## src/rtl/l3_core_arbiter.sv

```systemverilog
// Round-robin arbiter/sequencer giving N_CORE cores one-at-a-time access to a shared L3 port.
// Latency: grant edge -> ISSUE, ack one cycle after the mem_ready edge; min 3 cycles per transaction.
// Backpressure: losers and the granted core see busy until their ack; a stuck memory ends in a timeout.
module l3_core_arbiter #(
  parameter int N_CORE  = 4,
  parameter int DATA_W  = 16,
  parameter int ADDR_W  = 16,
  parameter int TIMEOUT = 8
) (
  input  logic                       CLK,
  input  logic                       RESET,
  input  logic [N_CORE-1:0]          req,
  input  logic [N_CORE-1:0]          we,
  input  logic [N_CORE*ADDR_W-1:0]   addr,
  input  logic [N_CORE*DATA_W-1:0]   wdata,
  output logic [N_CORE-1:0]          ack,
  output logic                       err,
  output logic [DATA_W-1:0]          rdata,
  output logic [N_CORE-1:0]          busy,
  output logic [$clog2(N_CORE)-1:0]  grant_id,
  output logic                       mem_en,
  output logic                       mem_we,
  output logic [ADDR_W-1:0]          mem_addr,
  output logic [DATA_W-1:0]          mem_wdata,
  input  logic [DATA_W-1:0]          mem_rdata,
  input  logic                       mem_ready
);

  localparam int GW = $clog2(N_CORE);
  // The counter only has to reach TIMEOUT-1.
  localparam int CW = (TIMEOUT > 1) ? $clog2(TIMEOUT) : 1;

  typedef enum logic [1:0] {
    ST_IDLE  = 2'd0,
    ST_ISSUE = 2'd1,
    ST_DONE  = 2'd2
  } state_t;

  state_t            state_q, state_d;
  logic [GW-1:0]     grant_q, grant_d;
  logic [GW-1:0]     last_q, last_d;
  logic              we_q, we_d;
  logic [ADDR_W-1:0] addr_q, addr_d;
  logic [DATA_W-1:0] wdata_q, wdata_d;
  logic [DATA_W-1:0] rdata_q, rdata_d;
  logic [CW-1:0]     cnt_q, cnt_d;
  logic              err_q, err_d;

  logic              win_vld;
  logic [GW-1:0]     win_idx;
  logic [GW-1:0]     cand;

  // Round-robin search: first requesting core after the last granted one
  always_comb begin
    win_vld = 1'b0;
    win_idx = '0;
    cand    = '0;
    for (int i = 1; i <= N_CORE; i++) begin
      cand = GW'((int'(last_q) + i) % N_CORE);
      if (!win_vld && req[cand]) begin
        win_vld = 1'b1;
        win_idx = cand;
      end
    end
  end

  // Transaction sequencing: IDLE grants and latches, ISSUE waits for ready or timeout, DONE acks
  always_comb begin
    state_d = state_q;
    grant_d = grant_q;
    last_d  = last_q;
    we_d    = we_q;
    addr_d  = addr_q;
    wdata_d = wdata_q;
    rdata_d = rdata_q;
    cnt_d   = cnt_q;
    err_d   = err_q;
    case (state_q)
      ST_IDLE: begin
        if (win_vld) begin
          state_d = ST_ISSUE;
          grant_d = win_idx;
          cnt_d   = '0;
          for (int i = 0; i < N_CORE; i++) begin
            if (win_idx == GW'(i)) begin
              we_d    = we[i];
              addr_d  = addr[i*ADDR_W +: ADDR_W];
              wdata_d = wdata[i*DATA_W +: DATA_W];
            end
          end
        end
      end
      ST_ISSUE: begin
        if (mem_ready) begin
          state_d = ST_DONE;
          if (!we_q) rdata_d = mem_rdata;
        end else if ((TIMEOUT != 0) && (cnt_q == CW'(TIMEOUT - 1))) begin
          state_d = ST_DONE;
          err_d   = 1'b1;
          rdata_d = '0;
        end else begin
          cnt_d = cnt_q + 1'b1;
        end
      end
      ST_DONE: begin
        state_d = ST_IDLE;
        last_d  = grant_q;
        err_d   = 1'b0;
      end
      default: state_d = ST_IDLE;
    endcase
  end

  // State registers; reset leaves core 0 with first priority and aborts any open access
  always_ff @(posedge CLK or negedge RESET) begin
    if (!RESET) begin
      state_q <= ST_IDLE;
      grant_q <= '0;
      last_q  <= GW'(N_CORE - 1);
      we_q    <= 1'b0;
      addr_q  <= '0;
      wdata_q <= '0;
      rdata_q <= '0;
      cnt_q   <= '0;
      err_q   <= 1'b0;
    end else begin
      state_q <= state_d;
      grant_q <= grant_d;
      last_q  <= last_d;
      we_q    <= we_d;
      addr_q  <= addr_d;
      wdata_q <= wdata_d;
      rdata_q <= rdata_d;
      cnt_q   <= cnt_d;
      err_q   <= err_d;
    end
  end

  // One-hot completion pulse to the granted core while in DONE
  always_comb begin
    ack = '0;
    if (state_q == ST_DONE) ack[grant_q] = 1'b1;
  end

  assign busy      = req & ~ack;
  assign err       = err_q;
  assign rdata     = rdata_q;
  assign grant_id  = grant_q;
  assign mem_en    = (state_q == ST_ISSUE);
  assign mem_we    = we_q;
  assign mem_addr  = addr_q;
  assign mem_wdata = wdata_q;

endmodule
```

## config.mk

```make
export PLATFORM = sky130hd
export DESIGN_NAME = l3_core_arbiter
export DESIGN_NICKNAME = d
export VERILOG_FILES = /design/src/rtl/l3_core_arbiter.sv
export SDC_FILE = /design/constraint.sdc
export NUM_CORES = 1
export LEC_CHECK = 0
export ABC_AREA = 1
export CORE_MARGIN = 10
export CORE_UTILIZATION = 37
export CTS_BUF_LIST = sky130_fd_sc_hd__clkbuf_8
export CTS_CLUSTER_SIZE = 16
export DETAILED_ROUTE_END_ITERATION = 16
export PLACE_DENSITY = 0.84
export SLEW_MARGIN = 20
export SYNTH_ARGS = -nofsm -noshare
export SYNTH_HDL_FRONTEND = slang
export SYNTH_SLANG_ARGS = --single-unit
```

## constraint.sdc

```tcl
create_clock -name CLK -period 2 [get_ports CLK]
set_clock_uncertainty 0.05 [all_clocks]
set_input_delay 0.6 -clock CLK [delete_from_list [all_inputs] [get_ports CLK]]
set_output_delay 0.6 -clock CLK [all_outputs]
set_load 0.005 [all_outputs]
```

==> reports/metrics.yaml <==
post-route-period-util: 1.17
slew_viol_final: 0
finalPower_w: 0.0154
synthTopCellsByArea: "dfrtp_1, nand2_1, inv_1"
grt.total_usage: 0.207
hold_ws_ps: 199
rsz0062_at_grt: "true"
dieArea_um2: 15500
required_ps: 2180
busiest_layer: "met2"
grt_max_degree: 60
dr.first_iter.drc_count: 371
syn_inst: 636
start_util: 0.375
synth-edff-count: 0
critical_path_class: "reg2reg"
max-slew-margin-rel: 0.783
use_met3: 0.0498
dr.pass1.iters: 5
cts_buffers: 9
ys_warn_count: 0
area_growth_pct: 87.7
routed_wl_mm: 17.8
path_cells: "buf_6, nand2_2, nand2_2, nand2_2, o21ai_4, buf_6, nand4_1, nand2_8, buf_12, buf_12, nand3_1, nand3_1, nand2_1, nand2_1, nand2_1"
numPortBuffers: 215
clock_path_buffers: 2
vias: 5110
cts_tree: "yes"
num_rows: 38
antenna_cells: 0
ir_worst_vdd_v: 0.00132
status: "finished, violations left"
max_cap_violations: 0
async_flop_share: 1.00
antenna_found_initial: 0
die_width_um: 124
startpoint_type: "flop"
use_met1: 0.233
drive_gt1_frac: 0.179
antenna_left: 0
cp_data_arrival_time_ps: 2530
cts_max_level: 3
dp_hpwl_mm: 11.5
drc: 0
crit_path_top_delay_cell: "dfstp_2"
nets: 1051
grt_overflow: 0
crit_family: "simple AND/OR/NAND/NOR gates"
synth-seq-cells: 59
grt_pass1_vias: 5156
die_y_um: 124
synth.avg_cell_area_um2: 6.34
ys_seq_area_frac: 0.367
use_met2: 0.358
hold_viol_final: 0
worst-path-buf-inv: 4
synthTopCellsByCount: "nand2_1, inv_1, nand3_1, dfrtp_1, a21oi_1"
power.density_nw_per_um2: 2040
synth_top_area_frac: 0.354
fin_util: 0.704
viasPerCell: 4.92
worstHoldPathType: "in2async"
ff2ff_path_depth: 15
fin_ws_ps: -348
cts_root_buf: "clkbuf_8"
post_drt_wl_per_cell_um: 17.1
cts_hold_buffers: 0
critical_path_depth: 15
path_clk_slew_ps: 70
setup_tns_ps: -11260
cp_max_fo: 6
leakage_nw: 3.90
cts.sinks: 59
syn-cell-area_um2: 4030
synth-main-ff-cell: "dfrtp_1"
core-area_um2: 10700
netlist.top_cell.by_area: "dfrtp_1"
setup_viol: 43
worstMarginPinSlew_ps: 325
period_minus_slack_ps: 2350
clock.fmax_mhz: 426
clk_latency_ps: 340
io_pins: 216
yosysUniqueCellTypes: 25
place_congestion: 0.872
crit_path_max_incr_delay_ps: 610
end_kind: "flop"
synth_fp_nets: 793
grt_pass1_wl_mm: 26.6
violations: "negative setup slack"
synth.most_common_cell: "nand2_1"
==> metal layers <==
layer | share of wire | vias to the layer above
met1 | 0.39 | 2341
met2 | 0.50 | 232
li1 | - | 2477
met3 | 0.074 | 60
met4 | 0.039 | 0
met5 | 0 | -
==> worst paths after layout <==
check                       startpoint           to  slack [ps]
hold reg to reg            mem_addr[5]  mem_addr[5]         430
hold / removal                   RESET          err         200
setup reg to reg             last_q[0]  mem_addr[8]        -350
setup / recovery             last_q[0]  mem_addr[8]        -350
min in group CLK           mem_addr[5]  mem_addr[5]         430
max in group asynchronous        RESET    last_q[1]        1390
==> layout make-up <==
type                       instances  area [µm²]
clock buffer                      10         138
tap                              140         175
inverter                         131         504
multi-input combinational        412        2110
fill                             833        3180
sequential                        59        1480
timing repair buffer             281        3110
clock inverter                     6        56.3
==> timing repair <==
| action | 4_1_cts | 5_1_grt |
|---|---|---|
| pin swaps | 32 | 8 |
| setup endpoints to repair | 49 | 49 |
| setup buffers | 17 | 9 |
| cloned | 7 | 4 |
| gates resized for setup | 92 | 21 |
==> cell usage in the layout (no fill, tap or decap), types with 4 or more instances in the layout <==
master,count
dfrtp_1,55
nor2_1,8
a21oi_2,7
nand2_4,6
inv_2,4
a21oi_1,28
nand3_2,13
clkbuf_8,10
dlygate4sd2_1,5
buf_2,7
o21ai_0,25
buf_16,6
inv_1,124
buf_12,20
nand3_1,74
clkdlybuf4s50_1,201
buf_4,25
nand2_1,185
nor2_4,6
nand2_2,19
o21ai_1,26
buf_6,10
==> cell families after synthesis <==
group                      count (synthesis)  share of synthesized area
and+or+nand+nor                          317                      0.338
adders and majority gates                  2                    0.00621
DFF                                       59                      0.367
AOI/OAI and AO/OA                         93                      0.120
buffers and inverters                    165                      0.169
==> per-stage QoR <==
step / area (µm²) / cells / setup WS (ps)
floorplan: 4040 / 636 / -6.62
global placement: 6610 / 987 / -605
detailed placement: 6610 / 987 / -647
CTS: 7310 / 1026 / -220
global route: 7570 / 1039 / -481
finish: 7570 / 1039 / -348
==> flip-flops by register name (all words and copies together), names as in the netlist <==
register and cells:
cnt_q 3, mem_wdata 16, grant_id 2, err 1
state_q 2, mem_we 1, rdata 16, last_q 2
mem_addr 16
==> report_power, final <==
part / switching (W) / internal, W
Sequential: 0.000389 / 0.00183
Clock: 0.000501 / 0.000598
Combinational: 0.00604 / 0.00608
Note: power is estimated with default switching activity, not from simulation.
